`src/rtl/pow5_credit_buffer.sv`:
```
// pow5_credit_buffer: credit-gated result FIFO behind the x^5 pipeline, presented as an AXI-Stream master.
// Define POW5_BUF_TLAST_EN to add m_axis_tlast_o with a PACKET_LEN-beat packet counter.
module pow5_credit_buffer #(
    parameter int DATA_WIDTH   = 40,
    parameter int DEPTH        = 8,
    parameter int PIPE_LATENCY = 5,
    parameter int PACKET_LEN   = 4
) (
    input  logic                    clk_i,
    input  logic                    rst_n_i,
    input  logic                    issue_valid_i,
    output logic                    issue_ready_o,
    input  logic [DATA_WIDTH-1:0]   pipe_data_i,
    input  logic                    pipe_valid_i,
    output logic [DATA_WIDTH-1:0]   m_axis_tdata_o,
    output logic                    m_axis_tvalid_o,
    input  logic                    m_axis_tready_i,
`ifdef POW5_BUF_TLAST_EN
    output logic                    m_axis_tlast_o,
`endif
    output logic [$clog2(DEPTH):0]  count_o,
    output logic                    overflow_o,
    output logic                    issue_err_o
);
    localparam int AW = $clog2(DEPTH);

    if (DEPTH < PIPE_LATENCY + 1 || (DEPTH & (DEPTH - 1)) != 0 || PACKET_LEN < 1) begin : g_bad_params
        $error("pow5_credit_buffer: DEPTH must be a power of 2 >= PIPE_LATENCY+1 and PACKET_LEN >= 1");
    end

    logic [DATA_WIDTH-1:0] mem [DEPTH];
    logic [AW:0]           wr_ptr;
    logic [AW:0]           rd_ptr;
    logic [AW:0]           reserved;
    logic                  empty;
    logic                  full;
    logic                  pop;
    logic                  push;
    logic                  issue;

    // Occupancy falls out of the wrap-bit pointer difference; full when it reaches DEPTH
    assign count_o         = wr_ptr - rd_ptr;
    assign empty           = wr_ptr == rd_ptr;
    assign full            = count_o == (AW+1)'(DEPTH);
    assign m_axis_tvalid_o = !empty;
    assign m_axis_tdata_o  = mem[rd_ptr[AW-1:0]];
    assign pop             = m_axis_tvalid_o & m_axis_tready_i;
    assign push            = pipe_valid_i & (!full | pop);
    assign issue_ready_o   = reserved < (AW+1)'(DEPTH);
    assign issue           = issue_valid_i & issue_ready_o;

    // Pointers, credit count and sticky error flags
    always_ff @(posedge clk_i or negedge rst_n_i) begin
        if (!rst_n_i) begin
            wr_ptr      <= '0;
            rd_ptr      <= '0;
            reserved    <= '0;
            overflow_o  <= 1'b0;
            issue_err_o <= 1'b0;
        end else begin
            if (push) wr_ptr <= wr_ptr + 1'b1;
            if (pop) rd_ptr <= rd_ptr + 1'b1;
            if (issue != pop) reserved <= issue ? reserved + 1'b1 : reserved - 1'b1;
            if (pipe_valid_i & !push) overflow_o <= 1'b1;
            if (issue_valid_i & !issue_ready_o) issue_err_o <= 1'b1;
        end
    end

    // Result storage; contents need no reset since empty masks them
    always_ff @(posedge clk_i) begin
        if (push) mem[wr_ptr[AW-1:0]] <= pipe_data_i;
    end

`ifdef POW5_BUF_TLAST_EN
    localparam int BW = $clog2(PACKET_LEN + 1);

    logic [BW-1:0] beat;

    assign m_axis_tlast_o = m_axis_tvalid_o & (beat == BW'(PACKET_LEN - 1));

    // Beat position within the current packet, advanced by each accepted beat
    always_ff @(posedge clk_i or negedge rst_n_i) begin
        if (!rst_n_i) beat <= '0;
        else if (pop) beat <= (beat == BW'(PACKET_LEN - 1)) ? '0 : beat + 1'b1;
    end
`endif
endmodule

```
`config.mk`:
```
export PLATFORM = sky130hd
export DESIGN_NAME = pow5_credit_buffer
export DESIGN_NICKNAME = d
export VERILOG_FILES = /design/src/rtl/pow5_credit_buffer.sv
export SDC_FILE = /design/constraint.sdc
export NUM_CORES = 1
export LEC_CHECK = 0
export CAP_MARGIN = 25
export CORE_UTILIZATION = 55
export CTS_CLUSTER_DIAMETER = 150
export DETAILED_ROUTE_END_ITERATION = 10
export PLACE_DENSITY = 0.8
export SYNTH_ARGS = -nofsm -noshare
export SYNTH_HDL_FRONTEND = slang
export SYNTH_SLANG_ARGS = --single-unit
```
`constraint.sdc`:
```
create_clock -name clk_i -period 7.8 [get_ports clk_i]
set_input_delay 1.17 -clock clk_i [delete_from_list [all_inputs] [get_ports clk_i]]
set_output_delay 1.17 -clock clk_i [all_outputs]
set_load 0.005 [all_outputs]
```
==> impl_metrics.ini, run 1 <==
[outcome]
outcome = finished clean

[drt]
drcViolationCount = 0
ant_nets = 0
dr.pass1.iters = 5
drt-met1-wl_um = 9930
wl_met3_um = 1510
vias = 6176
highest_layer = met5
vias_per_cell = 5.69
met2WireLength_um = 13000
finalWirelength_um = 25300
drtIter0Drc = 389
wl_per_cell_um = 23.3

[yosys]
ys_top_cells_by_area = edfxtp_1 75%, mux4_2 14%, nand2_1 3.7%
ys_types = 34
syn_area_per_cell_um2 = 20.3
seq_area_frac_synth_pct = 77.4
postSynthCellCount = 633
synthesis.nets = 687
synth_top_flop_cell = edfxtp_1
synth_top_area_share_pct = 74.7
yosysTopAreaCell = edfxtp_1
synth_common_cells = 320 x edfxtp_1, 126 x nand2_1, 80 x mux4_2, 14 x dfrtp_1, 12 x clkbuf_1
syn_area_mm2 = 0.0129
synthArstFlopShare_pct = 4.19
synth_seq_cells = 334
yosysMostFrequentCell = edfxtp_1
synth_edf_count = 320
yosys_warnings = 0

[die]
coreArea_mm2 = 0.0228
initial_core_util_pct = 56.5
die_area_mm2 = 0.0240
die_w_um = 155
die_height_um = 155
io_pins = 93
rows = 55

[critical_path]
worstPathArrival_ns = 3.93
cp_slowest_cell = dfrtp_2
r2r_cells = 7
crit_type = reg2out
reg2reg_to = mem[7][22]
endpoint_kind = output pin
worstPathCellList = inv_2 > ha_1 > nand3b_1 > and3_1 > nor2_1 > clkdlybuf4s50_1
crit_required_ns = 6.63
r2r_setup_slack_ns = 3.24
start_kind = register
cp_max_fo = 43
max_stage_delay_ns = 1.05
r2r-start = rd_ptr[2]
path_buf_inv = 2
crit_family = buffers and inverters

[final_layout]
nets = 799
syn_to_final_growth_pct = 19.9
post_route_cells_drive_above_1_share_pct = 21.0
utilization_pct = 67.7

[global_routing]
grt.total_usage_pct = 22.3
antenna_found_initial = 4
grt_max_degree = 61
grt_pass1_wl_um = 38700
grt_pass1_vias = 6698
overflow = 0

[cts]
cts_resized = 0
cts.sinks = 334
cts_buffer_depth = 3
cts_root_buf = clkbuf_16
cts_tree = done
hold_buffers = 0
post_cts_buffers = 0
cts_made_buffers = 34
clk_pin_slew_ns = 0.06
clk_latency_ns = 0.51
cts.htree.levels = 2

[sta]
min_period_ns = 5.10
tightest_slew_ns = 1.03
slew_headroom_pct = 31.2
slew_violations = 0
finalClockSkew_ns = 0.0102
finalSetupViolCount = 0
clock.fmax_mhz = 196
hold_viol = 0
min_period_over_period_pct = 65.4
fin_setup_tns_ns = 0
rsz0062_at_grt = false

[worst_hold_path]
min_path_type = reg2reg
hp-start = issue_err_o
holdPathEnd = issue_err_o
min_path_cells = 1

[place]
gp_congestion = 0.772
port_buffers = 92
hpwlAfterDp_um = 13200

[power]
power_density_mw_per_mm2 = 397
p_leak_uw = 0.00517
vdd_drop_max_uv = 202

[job]
cap_viol_max_count = 0
## layout by cell type (no fill, tap or decap), types with 2 or more instances in the layout
cell / synthesis / final
clkbuf_16: 0 / 37
diode_2: 0 / 2
xor2_1: 4 / 4
clkinv_1: 0 / 8
edfxtp_1: 320 / 320
a21o_1: 3 / 3
mux4_2: 80 / 80
a21oi_1: 2 / 2
ha_1: 7 / 7
clkinv_2: 0 / 6
nor3_2: 1 / 2
dfrtp_1: 14 / 11
nand2b_1: 2 / 2
buf_4: 0 / 10
bufinv_16: 0 / 6
nand3_1: 2 / 2
o21ai_0: 3 / 3
nand2_1: 126 / 126
nor2_4: 0 / 5
inv_1: 9 / 8
clkdlybuf4s50_1: 0 / 92
nor2_1: 9 / 4
xnor2_1: 6 / 6
dfrtp_4: 0 / 2
clkbuf_1: 12 / 3
fa_1: 2 / 2
## worst max path at each step
stage	from	end	slack, ns	cells after the start
2_1_floorplan	rd_ptr[1]	mem[2][0]	2.49	9
3_3_place_gp	rd_ptr[2]	mem[7][22]	3.19	7
3_5_place_dp	rd_ptr[2]	mem[7][22]	3.13	7
4_1_cts	rd_ptr[2]	count_o[3]	2.64	6
5_1_grt	rd_ptr[2]	count_o[3]	2.55	6
6_report	rd_ptr[2]	count_o[3]	2.70	6
## routing by layer
metal  up-vias  track usage, %
met2       229            37.4
li1       2733               -
met3        60            4.57
met1      3152            28.8
met5         -               0
met4         2            8.86
## logic make-up (layout without fill, tap and decap cells)
family                   count (synthesis)  after routing  share of synthesized area [%]
buffers and inverters                   36            174                           1.14
adder cells (fa/ha/maj)                  9              9                          0.992
other                                    0              2                              0
AND/OR/NAND/NOR                        148            148                           4.57
AO/OA/AOI/OAI                           13             13                          0.837
multiplexers                            82             82                           14.2
flip-flops                             334            334                           77.4
XOR/XNOR                                11             11                          0.807
## metrics by stage
| step | cell area [µm²] | total power [µW] | worst slack (ns) | instances | hold slack [ns] |
|---|---|---|---|---|---|
| 6_report | 15400 | 6120 | 2.70 | 1086 | 0.469 |
| 2_1_floorplan | 12900 | 3600 | 2.49 | 633 | 0.451 |
| 3_5_place_dp | 14200 | 4480 | 3.13 | 1022 | 0.459 |
| 3_3_place_gp | 14200 | 4380 | 3.19 | 1021 | 0.437 |
| 4_1_cts | 15400 | 6200 | 2.64 | 1084 | 0.473 |
| 5_1_grt | 15400 | 6410 | 2.55 | 1086 | 0.514 |
## flip-flops by register name (all words and copies together), names as in the netlist
name	cells
issue_err_o	1
rd_ptr	4
reserved	4
mem	320
wr_ptr	4
overflow_o	1
## where the power goes
part / internal [µW] / leakage, µW / switching (µW)
clock: 1060 / 0.000585 / 644
sequential: 2300 / 0.00306 / 205
combinational: 1000 / 0.00153 / 919
## cell type report
class,instances,area [µm²]
Antenna cell,2,5.00
Clock buffer,40,937
Clock inverter,22,256
Fill cell,1437,7350
Inverter,9,33.8
Multi-Input combinational cell,263,2810
Sequential cell,334,9970
Tap cell,313,392
Timing Repair Buffer,103,1020
No activity file was read; power rests on OpenSTA's default activity.
==> inputs of run 2 (changes only) <==
--- a/config.mk
+++ b/config.mk
@@ -6,10 +6,10 @@
 export NUM_CORES = 1
 export LEC_CHECK = 0
 export CAP_MARGIN = 25
-export CORE_UTILIZATION = 55
+export CORE_UTILIZATION = 53
 export CTS_CLUSTER_DIAMETER = 150
 export DETAILED_ROUTE_END_ITERATION = 10
-export PLACE_DENSITY = 0.8
+export PLACE_DENSITY = 0.81
 export SYNTH_ARGS = -nofsm -noshare
 export SYNTH_HDL_FRONTEND = slang
 export SYNTH_SLANG_ARGS = --single-unit
==> constraint.sdc (replaced) <==
create_clock -name clk_i -period 4.5 [get_ports clk_i]
set_input_delay 0.675 -clock clk_i [delete_from_list [all_inputs] [get_ports clk_i]]
set_output_delay 0.675 -clock clk_i [all_outputs]
set_load 0.005 [all_outputs]
==> run 2 against run 1 <==
Compared with the run above: largest power group unchanged; critical path depth fell by 1; first-iteration DRC count increased by 37%; setup slack got worse by 2.1 ns; register-to-register slack worse by 2.5 ns; highest routed layer is now met4; total power increased by 71%; sequential power increased by 70%; die area is 3.7% higher.
==> impl_metrics.ini, run 2 (synthesis gave the netlist of run 1 again) <==
[place]
placed_cells_incl_taps = 1031
hpwlAfterDp_um = 14100
port_buffers = 92
gp_congestion = 0.788

[power]
vdd_drop_max_uv = 433
power_density_mw_per_mm2 = 680
power.internal_uw = 7400
switchingPower_uw = 3070
clkPwrFrac_pct = 26.5
sw_frac_of_total_pct = 29.3
p_seq_share_pct = 40.5
p_leak_uw = 0.00516
p_comb_share_pct = 33.0

[final_layout]
largest_reg_flops = 320
final_common_cell = edfxtp_1
utilization_pct = 65.2
n_antenna_cell = 0
post_route_cells_drive_above_1_share_pct = 20.7
syn_to_final_growth_pct = 19.7
nets = 804
finalNonFillerCells = 1093
final_cell_mix = 320 x edfxtp_1, 126 x nand2_1, 92 x clkdlybuf4s50_1
nFillCells = 1538

[sta]
slew_headroom_pct = 42.0
hold_viol = 0
fin_setup_tns_ns = 0
finalSetupViolCount = 0
finalClockSkew_ns = 0.0129
hold_ws_ns = 0.473
rsz0062_at_grt = false
clock.fmax_mhz = 259
slew_violations = 0
tightest_slew_ns = 0.860
min_period_ns = 3.86
min_period_over_period_pct = 85.8

[job]
cap_viol_max_count = 0

[global_routing]
grt_max_degree = 59
overflow = 0
antenna_found_initial = 0
use_met2_pct = 34.7
grt.busiest_layer = met2
grt.met1_usage_pct = 27.8
grt_pass1_vias = 6612
grt_pass1_wl_um = 37700
grt_use_met3_pct = 3.89
grt.total_usage_pct = 20.9

[critical_path]
cp_max_fo = 36
worstPathArrival_ns = 3.19
r2r-start = wr_ptr[0]
reg2reg_to = mem[2][3]
endpoint_kind = output pin
start_kind = register
crit_required_ns = 3.83
crit_type = reg2out
r2r_cells = 9
r2r_setup_slack_ns = 0.77

[cts]
cts.sinks = 334
cts_made_buffers = 35
clk_pin_slew_ns = 0.06
cts_tree = done
cts_root_buf = clkbuf_16
hold_buffers = 0
clk_latency_ns = 0.51
cts_buffer_depth = 3
cts.htree.levels = 2
post_cts_buffers = 0
cts_resized = 0

[worst_hold_path]
min_path_cells = 1
holdPathEnd = issue_err_o
hp-start = issue_err_o
min_path_type = reg2reg

[drt]
ant_nets = 0
wl_per_cell_um = 22.8
vias_per_cell = 5.75
drtIter0Drc = 534
finalWirelength_um = 24900
vias = 6283
dr.pass1.iters = 5
drcViolationCount = 0

[die]
initial_core_util_pct = 54.5
die_w_um = 158
die_area_mm2 = 0.0249
io_pins = 93
coreArea_mm2 = 0.0236
rows = 56
die_height_um = 158

[outcome]
outcome = finished clean
run 2: changes by cell type in the layout (fill, tap and decap cells not counted), moves of 2 or more:
cell       change
diode_2        -2
buf_4          +3
clkinv_2       -2
bufinv_16      -3
clkbuf_1       +6
nor3_2         -2
nor3_4         +2
run 2: metal layers:
layer / part of all wire [%] / up-vias
met2: 50 / 246
li1: - / 2739
met5: 0 / -
met4: 2.8 / 0
met1: 40 / 3244
met3: 6.6 / 54
run 2: power groups by stage:
| stage | clock network [µW] | logic, µW | registers, µW |
|---|---|---|---|
| 6_report | 2770 | 3460 | 4240 |
| 5_1_grt | 2930 | 3750 | 4290 |
| 4_1_cts | 2810 | 3490 | 4250 |
| 3_5_place_dp | 0 | 3460 | 4310 |
| 3_3_place_gp | 0 | 3370 | 4260 |
| 2_1_floorplan | 0 | 2080 | 4160 |
run 2: metrics by stage:
| step | setup slack (ns) | instance area, µm² | power, µW |
|---|---|---|---|
| after detailed placement | 0.780 | 14300 | 7760 |
| after global placement | 0.900 | 14300 | 7630 |
| after CTS | 0.542 | 15400 | 10600 |
| after global routing | 0.440 | 15400 | 11000 |
| final | 0.637 | 15400 | 10500 |
| after floorplan | 0.264 | 12900 | 6240 |
run 2: cell type report:
class | instances | area, µm² | area share (%)
Multi-Input combinational cell | 263 | 2820 | 18.3
Clock inverter | 15 | 148 | 0.959
Clock buffer | 46 | 960 | 6.23
Tap cell | 319 | 399 | 2.59
Sequential cell | 334 | 9970 | 64.7
Inverter | 9 | 33.8 | 0.219
Timing Repair Buffer | 107 | 1070 | 6.92
run 2: how the worst max path moves through the flow:
stage | start | end | cells past startpoint
after CTS | rd_ptr[0] | m_axis_tdata_o[27] | 5
after global placement | rd_ptr[0] | mem[2][6] | 8
final | rd_ptr[0] | m_axis_tdata_o[27] | 5
after detailed placement | rd_ptr[0] | mem[2][6] | 8
after floorplan | rd_ptr[1] | mem[6][0] | 9
after global routing | rd_ptr[0] | m_axis_tdata_o[27] | 5
run 2: critical path, stage by stage, from the launching register on:
cell             delay [ns]
dfrtp_4                0.66
buf_4                  0.66
mux4_2                 0.62
nand2_1                0.09
nand2_1                0.12
clkdlybuf4s50_1        0.48
==> inputs of run 3 (changes only) <==
--- a/config.mk
+++ b/config.mk
@@ -9,7 +9,8 @@
 export CORE_UTILIZATION = 53
 export CTS_CLUSTER_DIAMETER = 150
 export DETAILED_ROUTE_END_ITERATION = 10
-export PLACE_DENSITY = 0.81
+export PLACE_DENSITY = 0.76
 export SYNTH_ARGS = -nofsm -noshare
 export SYNTH_HDL_FRONTEND = slang
 export SYNTH_SLANG_ARGS = --single-unit
+export TNS_END_PERCENT = 1
==> run 3 against run 2 <==
Compared with the run above: critical endpoint is now m_axis_tdata_o[24]; first-iteration DRC count decreased by 15%; highest routed layer is now met5; clock power decreased by 3%; sequential power decreased by 0.9%; die area unchanged; combinational power about the same.
==> impl_metrics.ini, run 3 (synthesis gave the netlist of run 1 again) <==
[final_layout]
syn_to_final_growth_pct = 19.3
nets = 802
n_antenna_cell = 0
largest_reg_flops = 320
nFillCells = 1532
final_cell_mix = 320 x edfxtp_1, 126 x nand2_1, 92 x clkdlybuf4s50_1
design_area_mm2 = 0.0153
final_common_cell = edfxtp_1
post_route_cells_drive_above_1_share_pct = 20.2
finalNonFillerCells = 1090

[place]
placed_cells_incl_taps = 1030
gp_congestion = 0.774
port_buffers = 92
hpwlAfterDp_um = 14000
dpl_cell_area_mm2 = 0.0142

[drt]
vias_per_cell = 5.68
drtIter0Drc = 455
drcViolationCount = 0
dr.pass1.iters = 5
ant_nets = 0
finalWirelength_um = 24800
wl_per_cell_um = 22.7
vias = 6193

[power]
p_leak_uw = 0.00512
vdd_drop_max_uv = 472
power_density_mw_per_mm2 = 674
totalPowerFinal_uw = 10300

[critical_path]
cpMostUsedCell = nand2_1
crit_required_ns = 3.83
worstPathCellList = buf_4 > mux4_2 > nand2_1 > nand2_1 > clkdlybuf4s50_1
worstPathArrival_ns = 3.03
cp_max_fo = 57
crit_family = buffers and inverters
crit_type = reg2out
path_buf_inv = 2
max_stage_delay_ns = 0.72
endpoint_kind = output pin
cp_slowest_cell = buf_4
start_kind = register

[die]
rows = 56
die_height_um = 158
coreArea_mm2 = 0.0236
io_pins = 93
initial_core_util_pct = 54.5
die_area_mm2 = 0.0249
die_w_um = 158

[global_routing]
grt.total_usage_pct = 21.2
overflow = 0
grt_max_degree = 84
grt_pass1_vias = 6554
antenna_found_initial = 2
grt_pass1_wl_um = 38200

[cts]
cts_buffer_depth = 3
cts_tree = done
cts.sinks = 334
clk_pin_slew_ns = 0.06
hold_buffers = 0
cts_made_buffers = 34
post_cts_buffers = 0
cts_root_buf = clkbuf_16
cts.htree.levels = 2
clk_latency_ns = 0.50
cts_resized = 0

[outcome]
outcome = finished clean

[sta]
slew_violations = 0
rsz0062_at_grt = false
min_period_ns = 3.71
min_period_over_period_pct = 82.4
slew_headroom_pct = 38.2
tightest_slew_ns = 0.924
finalSetupViolCount = 0
hold_ws_ns = 0.460
clock.fmax_mhz = 270
finalClockSkew_ns = 0.0134
hold_viol = 0
fin_setup_tns_ns = 0

[worst_hold_path]
min_path_type = reg2reg

[job]
cap_viol_max_count = 0
-- run 3: final timing paths --
path	start	end	slack, ns	depth (start not counted)
max	rd_ptr[1]	m_axis_tdata_o[24]	0.79	5
min	issue_err_o	issue_err_o	0.46	1
max reg2reg	wr_ptr[0]	mem[2][15]	0.81	9
min reg2reg	issue_err_o	issue_err_o	0.46	1
max in group asynchronous	rst_n_i	rd_ptr[0]	3.45	1
min in group asynchronous	rst_n_i	wr_ptr[1]	0.58	1
-- run 3: layer usage --
| layer | vias up | wire length, µm | global-route usage (%) |
|---|---|---|---|
| met5 | - | 27 | 0 |
| met4 | 4 | 432 | 5.22 |
| met3 | 38 | 1620 | 4.27 |
| met2 | 215 | 12900 | 36.3 |
| met1 | 3199 | 9850 | 28.2 |
| li1 | 2737 | - | - |
-- run 3: per-stage QoR --
stage                     setup WS, ns  util [%]
after detailed placement         0.784      60.3
after floorplan                 -0.765         -
final                            0.791      65.0
after global placement           0.936      60.3
after global routing             0.589      65.0
after CTS                        0.760      64.9
-- run 3: final cells by class --
cell class                      count  area (µm²)  share of cell area (%)
Clock buffer                       46         927                    6.04
Clock inverter                     13         144                   0.938
Inverter                            9        33.8                   0.220
Multi-Input combinational cell    263        2820                    18.3
Sequential cell                   334        9970                    65.0
Tap cell                          319         399                    2.60
Timing Repair Buffer              106        1060                    6.90
-- run 3: where the power goes --
part	total, µW	leakage, µW	internal (µW)	switching (µW)
Sequential	4200	0.00306	3980	220
Clock	2700	0.000514	1620	1080
Combinational	3450	0.00155	1750	1700
